--- src/rtl/branch_predictor_pkg.sv ---
// Shared configuration for the front-end next-PC predictor: opcode constants,
// default counter-table size and the 2-bit saturating counter step.
`default_nettype none

package branch_predictor_pkg;

    localparam int BHT_INDEX_W = 6;

    localparam logic [6:0] LUI     = 7'b0110111;
    localparam logic [6:0] AUIPC   = 7'b0010111;
    localparam logic [6:0] JAL     = 7'b1101111;
    localparam logic [6:0] JALR    = 7'b1100111;
    localparam logic [6:0] B_TYPE  = 7'b1100011;
    localparam logic [6:0] LD_TYPE = 7'b0000011;
    localparam logic [6:0] S_TYPE  = 7'b0100011;
    localparam logic [6:0] I_TYPE  = 7'b0010011;
    localparam logic [6:0] R_TYPE  = 7'b0110011;

    // Weak not-taken: one taken outcome is enough to flip the prediction.
    localparam logic [1:0] CTR_RESET = 2'b01;

    function automatic logic [1:0] sat_update(input logic [1:0] ctr, input logic taken);
        logic [1:0] res;
        res = ctr;
        if (taken) begin
            if (ctr != 2'b11) res = ctr + 2'd1;
        end else begin
            if (ctr != 2'b00) res = ctr - 2'd1;
        end
        return res;
    endfunction

endpackage

`default_nettype wire

--- src/rtl/bht_table.sv ---
// Table of 2-bit saturating counters: one async read port, one synchronous
// saturating-update port, async active-low reset to weak not-taken.
`default_nettype none

module bht_table
    import branch_predictor_pkg::*;
#(
    parameter int IDX_W = 6
) (
    input  logic             clk,
    input  logic             rst,
    input  logic [IDX_W-1:0] rd_idx_i,
    output logic [1:0]       rd_ctr_o,
    input  logic             upd_en_i,
    input  logic [IDX_W-1:0] upd_idx_i,
    input  logic             upd_taken_i
);

    localparam int ENTRIES = 2 ** IDX_W;

    logic [1:0] ctr_q [ENTRIES];
    logic [1:0] ctr_d [ENTRIES];

    // Read returns the pre-update value when read and update hit the same entry.
    assign rd_ctr_o = ctr_q[rd_idx_i];

    always_comb begin
        ctr_d = ctr_q;
        if (upd_en_i) begin
            ctr_d[upd_idx_i] = sat_update(ctr_q[upd_idx_i], upd_taken_i);
        end
    end

    always_ff @(posedge clk or negedge rst) begin
        if (!rst) begin
            for (int i = 0; i < ENTRIES; i++) begin
                ctr_q[i] <= CTR_RESET;
            end
        end else begin
            ctr_q <= ctr_d;
        end
    end

endmodule

`default_nettype wire

--- src/rtl/branch_predictor.sv ---
// Combinational next-PC predictor. Define PREDICTOR_BHT_EN for the trained
// 2-bit counter table; otherwise B-types use static backward-taken.
`default_nettype none

module branch_predictor
    import branch_predictor_pkg::*;
#(
    parameter int BHT_INDEX_W = branch_predictor_pkg::BHT_INDEX_W
) (
    input  logic        clk,
    input  logic        rst,
    input  logic        rdy,
    input  logic [31:0] pc,
    input  logic [31:0] instr,
    input  logic [31:0] imm,
    output logic [31:0] new_pc,
    output logic        pred_taken,
    input  logic        upd_valid,
    input  logic [31:0] upd_pc,
    input  logic        upd_taken
);

    logic [6:0]  w_opcode;
    logic [31:0] w_target;
    logic [31:0] w_seq_pc;
    logic        w_br_taken;
    logic        unused_bits;

    assign w_opcode = instr[6:0];
    assign w_target = pc + imm;
    assign w_seq_pc = pc + 32'd4;

`ifdef PREDICTOR_BHT_EN
    logic [1:0] w_ctr;

    bht_table #(
        .IDX_W (BHT_INDEX_W)
    ) u_bht_table (
        .clk         (clk),
        .rst         (rst),
        .rd_idx_i    (pc[BHT_INDEX_W+1:2]),
        .rd_ctr_o    (w_ctr),
        .upd_en_i    (rdy & upd_valid),
        .upd_idx_i   (upd_pc[BHT_INDEX_W+1:2]),
        .upd_taken_i (upd_taken)
    );

    assign w_br_taken  = w_ctr[1];
    assign unused_bits = ^{upd_pc[31:BHT_INDEX_W+2], upd_pc[1:0], instr[31:7]};
`else
    // Backward branches (negative offset) are usually loop back-edges.
    assign w_br_taken  = imm[31];
    assign unused_bits = ^{clk, rst, rdy, upd_valid, upd_pc, upd_taken, instr[31:7]};
`endif

    always_comb begin
        pred_taken = 1'b0;
        case (w_opcode)
            JAL:     pred_taken = 1'b1;
            B_TYPE:  pred_taken = w_br_taken;
            default: pred_taken = 1'b0;
        endcase
        new_pc = pred_taken ? w_target : w_seq_pc;
    end

endmodule

`default_nettype wire

--- config.mk ---
export PLATFORM = sky130hd
export DESIGN_NAME = branch_predictor
export DESIGN_NICKNAME = d
export VERILOG_FILES = /design/src/rtl/branch_predictor_pkg.sv /design/src/rtl/bht_table.sv /design/src/rtl/branch_predictor.sv
export SDC_FILE = /design/constraint.sdc
export NUM_CORES = 1
export LEC_CHECK = 0
export ABC_AREA = 0
export BUFFER_PORTS_ARGS = -buffer_cell sky130_fd_sc_hd__buf_2
export CORE_ASPECT_RATIO = 0.75
export CORE_MARGIN = 5
export CORE_UTILIZATION = 40
export DETAILED_ROUTE_END_ITERATION = 10
export GPL_TIMING_DRIVEN = 1
export PLACE_DENSITY = 0.77
export SETUP_SLACK_MARGIN = 0.15
export SLEW_MARGIN = 5
export SYNTH_ARGS = -nofsm -noshare
export SYNTH_HDL_FRONTEND = slang
export SYNTH_SLANG_ARGS = --single-unit
--- constraint.sdc ---
create_clock -name vclk -period 5.61
set_input_delay 0.561 -clock vclk [all_inputs]
set_output_delay 0.561 -clock vclk [all_outputs]
set_load 0.05 [all_outputs]
==> flow_summary.toml <==
[outcome]
status = "finished, final reports clean"

[yosys]
synth_compound_area_share_pct = 32.9
synth_common_cells = "nand2_1, o21ai_0, ha_1, nor2_1, xnor2_1"
synth_top_area_share_pct = 16.3
synth_fa_ha_area_share_pct = 17.1
synth_cell_types = 47
synth.area.top_cells = "ha_1, xnor2_1, nand2_1, xor2_1, o21ai_0"
syn_area_sq_um = 2460
synthXorXnorAreaFrac_pct = 17.8
netlist_instances = 372
avgSynthCellArea_sq_um = 6.62
ys_seq_area_share_pct = 0
ys_warn_count = 0
syn_nets = 538
synthSimpleGateAreaFrac_pct = 29.9
yosysTopAreaCell = "ha_1"
muxShareOfSynthArea_pct = 0
yosysMostFrequentCell = "nand2_1"
synth_top_family_by_area = "compound AO/OA/AOI/OAI gates"

[sta]
fin_crit_ns = 4.01
hold_violations = 0
finalSetupViolations = 0
hold_slack_ns = 1.46
slew_headroom_pct = 38.6
rsz0062_at_grt = "no"
slew_violations = 0
post-route-period-util_pct = 71.5
tns_ns = 0
max_slew.worst_pin.slew_ns = 0.920
fin_ws_ns = 1.60
fmax_mhz = 249

[floorplanning]
core-area_sq_um = 5890
initial_core_util_pct = 41.8
die_area_sq_um = 7840
fp.dieH_microns = 78.0
boundaryPins = 166
die_w_microns = 101
rows = 24

[setup_path]
crit_slowest_cell = "fa_1"
crit_fanout = 6
max_stage_delay_ns = 0.44
required_ns = 5.05
cp.buffers_inverters = 2
critPathTopFamily = "compound AO/OA/AOI/OAI gates"
startpoint = "pc[0]"
path_depth = 12
critPathKind = "in2out"
worstSetupStartpointType = "input port"
path_cells = "buf_2 > ha_1 > fa_1 > a211oi_1 > nor2_1 > o22a_4 > a31o_2 > a221oi_4 > nor2_1 > a2111oi_2 > nor3_1 > buf_2"
end_kind = "primary output"
crit_end = "new_pc[26]"
cp.arrival_ns = 3.45

[worst_hold_path]
min_path_type = "in2out"

[grt]
grt_start_max_net_pins = 42
antenna_found_initial = 0
grt_pass1_vias = 2750
track_usage_pct = 18.2
grt_pass1_wl_mm = 12.4
overflow = 0

[placed_design]
hpwl_mm = 6.48
dpl_cell_area_sq_um = 3050
pre_cts_ws_ns = 1.65
io_buffers = 104
gp_congestion = 0.916

[cells_and_area]
nFlopsAndLatches = 0
syn_to_final_growth_pct = 23.8
fin_area_sq_um = 3050
nClkBuffers = 0
n_antenna_cell = 0
seqCellArea_sq_um = 0
multiInputGateArea_sq_um = 2400
fill_cells = 599
drive_above_1_share_pct = 25.1
fin_nets = 635

[run]
maxCapViolations = 0

[drt]
wl_mm = 7.87
drtPass1Iterations = 5
ant_nets = 0
vias = 3105
drc = 0
avgViaCountPerCell = 5.70
drt-initial-drc-count = 115
post_drt_wl_per_cell_microns = 14.4

[cts]
ctsHoldBuffers = 0
postCtsSetupBuffers = 0
cts_resized = 0

[power]
p_per_area_nw_per_um2 = 106
ir_drop_mv = 0.0393
finalPower_mw = 0.323
p_leak_nw = 1.44
[layer usage]
layer / global-route usage, % / part of all wire (%)
met4: 2.29 / 1.1
met5: 0 / 0
met1: 26.6 / 46
met3: 1.79 / 9.5
met2: 29.3 / 43
[kinds of logic after synthesis]
group / Yosys count
simple gates: 154
compound gates: 120
xor+xnor: 50
buf+inv: 15
fa+ha+maj: 33
[report_power, final]
group          leakage [nW]  internal (mW)  switching [mW]
combinational          1.44          0.123           0.200
clock                     0              0               0
sequential                0              0               0
total                  1.44          0.123           0.200
[how the worst min path moves through the flow]
| stage | from | end | slack, ns | cells after the start |
|---|---|---|---|---|
| 6_report | pc[31] | new_pc[31] | 1.46 | 3 |
| 5_1_grt | pc[31] | new_pc[31] | 1.48 | 3 |
| 4_1_cts | pc[31] | new_pc[31] | 1.47 | 3 |
| 3_5_place_dp | pc[31] | new_pc[31] | 1.47 | 3 |
| 3_3_place_gp | pc[31] | new_pc[31] | 1.46 | 3 |
| 2_1_floorplan | pc[31] | new_pc[31] | 1.39 | 1 |
[cells in the final DEF, fill, tap and decap left out, types with 7 or more instances in the layout]
master	count
xor2_1	23
xnor2_1	27
a21o_1	15
buf_2	104
nand3_1	17
or3_1	8
nor2_1	31
nand2_1	55
nor3_1	7
o21ai_0	36
a21oi_1	23
ha_1	32
and3_1	8
nand4_1	8
[cell type report]
type                            instances  share of cell area (%)
Inverter                                5                   0.616
Tap cell                               78                    3.20
Timing Repair Buffer                  105                    17.3
Multi-Input combinational cell        357                    78.9
[per-stage QoR]
stage                     cells  utilization [%]
final                       545             51.8
after global routing        545             51.8
after CTS                   545             51.8
after detailed placement    545             51.8
after global placement      545             51.8
after floorplan             372                -
[tightest hold or removal path, delay by kind of cell]
family / cells / cell delay, ns
xor gates and xnor gates: 1 / 0.05
buffers and inverters: 2 / 0.28
No activity file was read; power rests on OpenSTA's default activity.
